===== config.mk =====
export PLATFORM = sky130hd
export DESIGN_NAME = regb
export DESIGN_NICKNAME = d
export VERILOG_FILES = /design/src/rtl/regb.sv
export SDC_FILE = /design/constraint.sdc
export NUM_CORES = 1
export LEC_CHECK = 0
export ABC_AREA = 0
export CORE_AREA = 3 3 40 42
export DETAILED_ROUTE_END_ITERATION = 16
export DIE_AREA = 0 0 43 45
export PLACE_DENSITY_LB_ADDON = 0.15
export SETUP_SLACK_MARGIN = 0.2
export SLEW_MARGIN = 20
export SYNTH_ARGS = -nofsm -noshare
export SYNTH_HDL_FRONTEND = slang
export SYNTH_SLANG_ARGS = --single-unit

===== constraint.sdc =====
create_clock -name clk -period 1.4 [get_ports clk]
set_input_delay 0.21 -clock clk [delete_from_list [all_inputs] [get_ports clk]]
set_output_delay 0.21 -clock clk [all_outputs]
set_load 0.03 [all_outputs]

===== src/rtl/regb.sv =====
// SAP-1 B register: captures the system bus on load and feeds the ALU B operand,
// with zero/sign status flags and a sticky "has been loaded" indicator.
module regb #(
    parameter int unsigned      WIDTH       = 8,
    parameter logic [WIDTH-1:0] RESET_VALUE = '0
) (
    input  logic             clk,
    input  logic             rst,
    input  logic             load,
    input  logic [WIDTH-1:0] bus,
    output logic [WIDTH-1:0] out,
    output logic             zero,
    output logic             msb,
    output logic             loaded
);

    logic [WIDTH-1:0] out_q, out_d;
    logic             loaded_q, loaded_d;

    always_comb begin
        out_d    = out_q;
        loaded_d = loaded_q;
        if (load) begin
            out_d    = bus;
            loaded_d = 1'b1;
        end
    end

    // Asynchronous reset overrides any load sampled on a coincident edge.
    always_ff @(posedge clk or negedge rst) begin
        if (!rst) begin
            out_q    <= RESET_VALUE;
            loaded_q <= 1'b0;
        end else begin
            out_q    <= out_d;
            loaded_q <= loaded_d;
        end
    end

    assign out    = out_q;
    assign zero   = (out_q == '0);
    assign msb    = out_q[WIDTH-1];
    assign loaded = loaded_q;

endmodule


==> metrics.csv <==
metric,value,unit
status,"finished, violations left",
violations,negative setup slack,
rsz0062_at_grt,true,
row_count,13,
ys_seq_elements,9,
path_max_fanout,2,
fillers,119,
grt_max_degree,10,
antenna_found_initial,0,
drtPass1Iterations,1,
ant_nets,0,
drv_cap,0,
syn2layout_area_growth,84.4,%
top_layer,met3,
yosys_warnings,0,
path_cells,or4_4 -> nor2_4 -> buf_6,
setup_viol,1,
vias_per_cell,4.21,
finalWirelength,900,µm
dpl-instance-area,617,µm²
synth-seq-area-share,63.8,%
crit_path_top_delay_cell,or4_4,
report.power.total,0.679,mW
ys_types,7,
finalCritPeriodShare,117,%
pre_cts_ws,0.00169,ns
endpoint_kind,primary output,
drv_slew,0,
place_hpwl,700,µm
wl_per_cell,13.6,µm
critPathLaunchType,flop,
synthCells,23,
min_path_type,input port to async pin,
design.die.area,1940,µm²
cts_tree,built,
clk_path_buf_depth,2,
vias,278,
drc,0,
fin_ws,-0.242,ns
cts.clk_slew.worst_paths,0.05,ns
most-common-layout-cells,"clkdlybuf4s50_1 (10), mux2_2 (8), dfrtp_1 (5)",
cts_sinks,9,
fin_nets,63,
gp_congestion,0.625,
die_h,45,µm
route.met2.wl,473,µm
p_leak,0.270,nW
initialDrtViolationCount,0,
ios,22,
setup-tns-final,-0.242,ns
tightest_slew,0.411,ns
grtUsageTotal,10.4,%
wirelength_met1,347,µm
synth_fp_nets,34,
required,1.19,ns
syn-cell-area,353,µm²
critPathArrivalTime,1.43,ns
postSynthAreaPerCell,15.3,µm²
finalCriticalPeriod,1.64,ns
cts-htree-levels,1,
numCtsBuffers,3,
maxSlewHeadroom,72.5,%
grt_pass1_wl,1.42,mm
drive_above_1_share,66.7,%
hold_buffers,0,
wl_met3,78,µm
diodes,0,
final_common_cell,clkdlybuf4s50_1,
start_util,27.5,%
hold_viol,0,
peakVddDrop,0.596,mV
final_area,651,µm²
grt_pass1_vias,304,
worstSetupPathType,flop to primary output,
core,1280,µm²
ctsRootBufferMaster,clkbuf_4,
finish.utilization,50.6,%
p_per_area,1040,nW/µm²
clk_latency,0.25,ns
skew,0,ns
port_buffers,21,
clock.fmax,0.609,GHz
grt_overflow,0,
slowest_delay,0.54,ns
die_w,43,µm
==> Yosys cell counts <==
cell / instances / area, µm²
or4_1: 2 / 15.0
or2_2: 1 / 6.26
buf_4: 1 / 7.51
mux2_2: 8 / 90.1
dfrtp_1: 9 / 225
buf_2: 1 / 5.00
nor2_1: 1 / 3.75
==> critical path, delay by kind of cell, from the launching register on <==
kind,cells,cell delay [ns]
simple gates,2,0.66
buf+inv,1,0.13
flops,1,0.40
==> final timing paths <==
check	startpoint	endpoint	slack, ns	cells past startpoint
worst min-delay path	rst	out[3]	0.26	1
min in group clk	loaded	loaded	0.46	1
max in group asynchronous	rst	out[0]	0.83	1
worst min register to register	loaded	loaded	0.46	1
worst max register to register	out[7]	out[7]	0.40	3
worst max-delay path	out[7]	zero	-0.24	3
==> what timing repair did <==
| action | in CTS | in global routing |
|---|---|---|
| pin swaps | 0 | 2 |
| setup buffers | 0 | 1 |
| resized for setup | 36 | 9 |
| gates cloned | 0 | 0 |
| setup endpoints to repair | 11 | 4 |
==> final cells by class <==
cell class / count / area, µm² / area share [%]
multi-input combinational: 12 / 130 / 20.0
tap: 15 / 18.8 / 2.88
clock buffer: 4 / 26.3 / 4.04
timing repair buffer: 26 / 245 / 37.7
sequential: 9 / 230 / 35.4
==> kinds of logic after synthesis <==
group | count (synthesis) | share of synthesized area, %
flops | 9 | 63.8
buf+inv | 2 | 3.55
simple gates | 4 | 7.09
mux | 8 | 25.5
==> metrics by stage <==
stage	std cells	hold slack [ns]
floorplan	23	-0.0856
global placement	61	0.452
detailed placement	61	0.449
CTS	65	0.262
global route	66	0.280
finish	66	0.261
==> power breakdown <==
| group | switching [mW] | total, mW | internal [mW] |
|---|---|---|---|
| clock network | 0.0760 | 0.185 | 0.109 |
| logic | 0.0946 | 0.194 | 0.0990 |
| registers | 0.0152 | 0.301 | 0.286 |
| total | 0.186 | 0.679 | 0.494 |
==> flip-flops by register name, summed over array words and instances, names as in the netlist <==
register and count:
loaded 1, out 8
==> layer usage <==
metal  up-vias  track usage, %
li1        139               -
met1       127            10.5
met2        12            19.2
met3         0            4.38
met4         0            3.61
met5         -               0
Note: power is estimated with default switching activity, not from simulation.
==> RTL change 1 (same flow settings) <==
Register the inputs `load` and `bus` before use, with the module's reset. The logic sees them one clock later.
--- a/src/rtl/regb.sv
+++ b/src/rtl/regb.sv
@@ -14,14 +14,27 @@
     output logic             loaded
 );
 
+    logic load_q;
+    logic [WIDTH-1:0] bus_q;
+
+    always_ff @(posedge clk or negedge rst) begin
+        if (!rst) begin
+            load_q <= '0;
+            bus_q  <= '0;
+        end else begin
+            load_q <= load;
+            bus_q  <= bus;
+        end
+    end
+
     logic [WIDTH-1:0] out_q, out_d;
     logic             loaded_q, loaded_d;
 
     always_comb begin
         out_d    = out_q;
         loaded_d = loaded_q;
-        if (load) begin
-            out_d    = bus;
+        if (load_q) begin
+            out_d    = bus_q;
             loaded_d = 1'b1;
         end
     end
Behaviour: not the same (a bounded check fails within 4 cycles, from zero or initial values and one cycle with rst low).
==> RTL change 1 against the unedited design <==
The flow still finishes with violations (setup timing). First-iteration DRC count rose by 2. Sequential share of layout area up 16 points. Total power up 58%. Setup slack got worse by 0.040 ns. Critical path depth unchanged. Design area rose by 36%. Wire length grew 9.6%. Utilization grew 18 points. Clock skew increased by 0.0011 ns. Sequential cell count increased by 9. Largest power group unchanged. Synthesized area up 64%.
==> RTL change 1: results (changes against the unedited design) <==
metric;value;unit;change
p_leak;0.000387;µW;was 0.000270 µW
drive_gt1_share;59.0;%;was 66.7%
dr.pass1.iters;2;;was 1
cts_resized;42;;was 36
wl_met3;75;µm;was 78 µm
synth_common_cells;dfrtp_1, mux2_2, or4_1;;unchanged
vias_per_cell;4.54;;was 4.21
setup_viol;1;;unchanged
ir_drop;0.000711;V;was 0.000596 V
worst_clock_skew;0.00114;ns;was 0 ns
critPathLaunch;out[0];;was out[7]
grt_usage;11.1;%;was 10.4%
numCtsBuffers;3;;unchanged
cp.arrival;1.47;ns;was 1.43 ns
nets;73;;was 63
fill_cells;91;;was 119
ys_seq_area_share;77.9;%;was 63.8%
reg2reg_setup_slack;0.34;ns;was 0.40 ns
drt-met1-wl;356;µm;was 347 µm
postCtsSetupRepairBufs;3;;was 0
status;finished with violations;;unchanged
route.met2.wl;553;µm;was 473 µm
rr_endpoint;out[0];;was out[7]
synth.area.top_cells;dfrtp_1, mux2_2, or4_1;;unchanged
routedWlPerCell;13.0;µm;was 13.6 µm
internal_power;820;µW;was 494 µW
worstMarginPinSlew;0.352;ns;was 0.411 ns
endpoint;zero;;unchanged
grt_max_degree;19;;was 10
grt_pass1_wl;1590;µm;was 1420 µm
rr_startpoint;load_q;;was out[7]
synth_fp_nets;43;;was 34
drtIter0Drc;2;;was 0
violations;setup timing;;unchanged
critPathTopFamily;simple AND/OR/NAND/NOR gates;;unchanged
first_global_vias;387;;was 304
clk_latency;0.27;ns;was 0.25 ns
rr_worst_depth;1;;was 3
fin_ws;-0.282;ns;was -0.242 ns
dp_slack;-0.0148;ns;was 0.00169 ns
synthMuxAreaShare;15.6;%;was 25.5%
==> RTL change 1: cell types whose count changed after synthesis, sizes merged <==
cell   before  now
dfrtp       9   18
==> RTL change 1: area by class of cell <==
| class | count | share of cell area, % |
|---|---|---|
| flip-flops and latches | 18 | 51.6 |
| well taps | 15 | 2.12 |
| multi-input cells | 12 | 14.7 |
| clock buffers | 4 | 4.11 |
| repair buffers | 27 | 27.5 |
==> RTL change 1: power by group through the flow <==
stage          clock network [µW]  registers (µW)  logic (µW)
2_1_floorplan                   0             634        45.4
3_3_place_gp                    0             591         182
3_5_place_dp                    0             595         187
4_1_cts                       310             582         194
5_1_grt                       341             587         210
6_report                      295             582         199
==> RTL change 1: per-layer routing <==
layer	up-vias	GRT usage [%]
met1	165	10.6
met4	0	3.61
met3	0	2.79
met2	14	22.8
li1	166	-
met5	-	0
==> RTL change 1: worst min-delay path by stage <==
| stage | startpoint | endpoint | slack, ns | cells past startpoint |
|---|---|---|---|---|
| final | rst | bus_q[6] | 0.26 | 2 |
| after global routing | rst | bus_q[6] | 0.26 | 2 |
| after CTS | rst | bus_q[1] | 0.26 | 2 |
| after detailed placement | loaded | loaded | 0.47 | 1 |
| after global placement | loaded | loaded | 0.45 | 1 |
| after floorplan | rst | bus_q[0] | -0.09 | 0 |
==> RTL change 1: stage by stage <==
stage / instance area [µm²] / power [µW] / setup TNS (ns) / util, % / std cells
after detailed placement: 827 / 782 / -0.0148 / 64.4 / 68
after global routing: 883 / 1140 / -0.346 / 68.7 / 76
after CTS: 888 / 1090 / -0.295 / 69.1 / 75
final: 883 / 1080 / -0.282 / 68.7 / 76
after global placement: 827 / 773 / 0 / 64.4 / 68
after floorplan: 598 / 679 / -0.0476 / - / 32
==> RTL change 2 (config.mk and constraints unchanged) <==
Without the edit above. The parameter `WIDTH` goes from 8 to 6.
--- a/src/rtl/regb.sv
+++ b/src/rtl/regb.sv
@@ -1,7 +1,7 @@
 // SAP-1 B register: captures the system bus on load and feeds the ALU B operand,
 // with zero/sign status flags and a sticky "has been loaded" indicator.
 module regb #(
-    parameter int unsigned      WIDTH       = 8,
+    parameter int unsigned      WIDTH       = 6,
     parameter logic [WIDTH-1:0] RESET_VALUE = '0
 ) (
     input  logic             clk,
Interface: changed (resized bus and out); port bits go from 22 to 18. The function was not compared with the original's and may differ.
==> RTL change 2 against the unedited design <==
The run still ends with setup timing left. Hold slack got worse by 0.038 ns. Fmax decreased by 0.18%. Global-route usage decreased by 2.9 points. Clock power decreased by 4%. Sequential cell count decreased by 2. Total power decreased by 20%. Critical path depth unchanged. Synthesized cell count decreased by 22%. Design area decreased by 24%. Count of clock-buffer cells in the layout unchanged. Setup slack got worse by 0.0030 ns. Clock skew unchanged. Synthesized area decreased by 20%. Wire length decreased by 31%. Critical path type unchanged. Largest cell class is now registers. Largest power group unchanged.
==> RTL change 2: results (changes against the unedited design) <==
metric;value;unit;change
reg2reg_setup_slack;0.49;ns;was 0.40 ns
top_layer;met4;;was met3
placed_cell_area;485;µm²;was 617 µm²
ir_drop;0.000382;V;was 0.000596 V
dp_slack;-0.00331;ns;was 0.00169 ns
largest_reg_flops;6;;was 8
ys_seq_area_share;61.9;%;was 63.8%
worstMarginPinSlew;0.323;ns;was 0.411 ns
violations;setup timing;;unchanged
tns;-0.245;ns;was -0.242 ns
drt-met1-wl;238;µm;was 347 µm
grt_max_degree;8;;was 10
use_met2;10.5;%;was 19.2%
met1_usage;8.15;%;was 10.5%
dp_cells;51;;was 61
internal_power;391;µW;was 494 µW
grt_usage;7.47;%;was 10.4%
synth_fp_nets;27;;was 34
gp_congestion;0.673;;was 0.625
p_leak;0.000214;µW;was 0.000270 µW
setup_viol;1;;unchanged
final_cells;55;;was 66
vias;216;;was 278
status;finished with violations;;unchanged
synth_common_cells;dfrtp_1, mux2_1;;was dfrtp_1, mux2_2, or4_1
fin_ws;-0.245;ns;was -0.242 ns
synth.area.top_cells;dfrtp_1, mux2_1, or4_4;;was dfrtp_1, mux2_2, or4_1
drive_gt1_share;37.5;%;was 66.7%
RTL change 2: cell types whose count changed after synthesis:
cell,unedited run,this run
nor3_2,0,1
nor2_1,1,0
or4_4,0,1
mux2_2,8,0
or4_1,2,0
dfrtp_1,9,7
mux2_1,0,6
RTL change 2: cell families (layout without fill, tap and decap cells):
group	after synthesis	in the layout	synth area share, %
flops	7	7	61.9
mux	6	6	23.9
simple gates	3	3	9.74
buf+inv	2	24	4.42
RTL change 2: final cells by class:
cell class,count,area (µm²)
fillers,131,791
flip-flops and latches,7,175
repair buffers,20,173
multi-input cells,9,101
clock buffers,4,26.3
well taps,15,18.8
RTL change 2: power by group through the flow:
stage | Sequential (µW) | Combinational [µW] | Clock, µW
global route | 235 | 141 | 200
floorplan | 274 | 32.5 | 0
detailed placement | 238 | 151 | 0
CTS | 234 | 136 | 187
finish | 233 | 133 | 177
global placement | 236 | 150 | 0
RTL change 2: what timing repair did:
item,CTS,global route
endpoints found under the setup margin,9,4
hold buffers,0,0
gates resized for setup,25,1
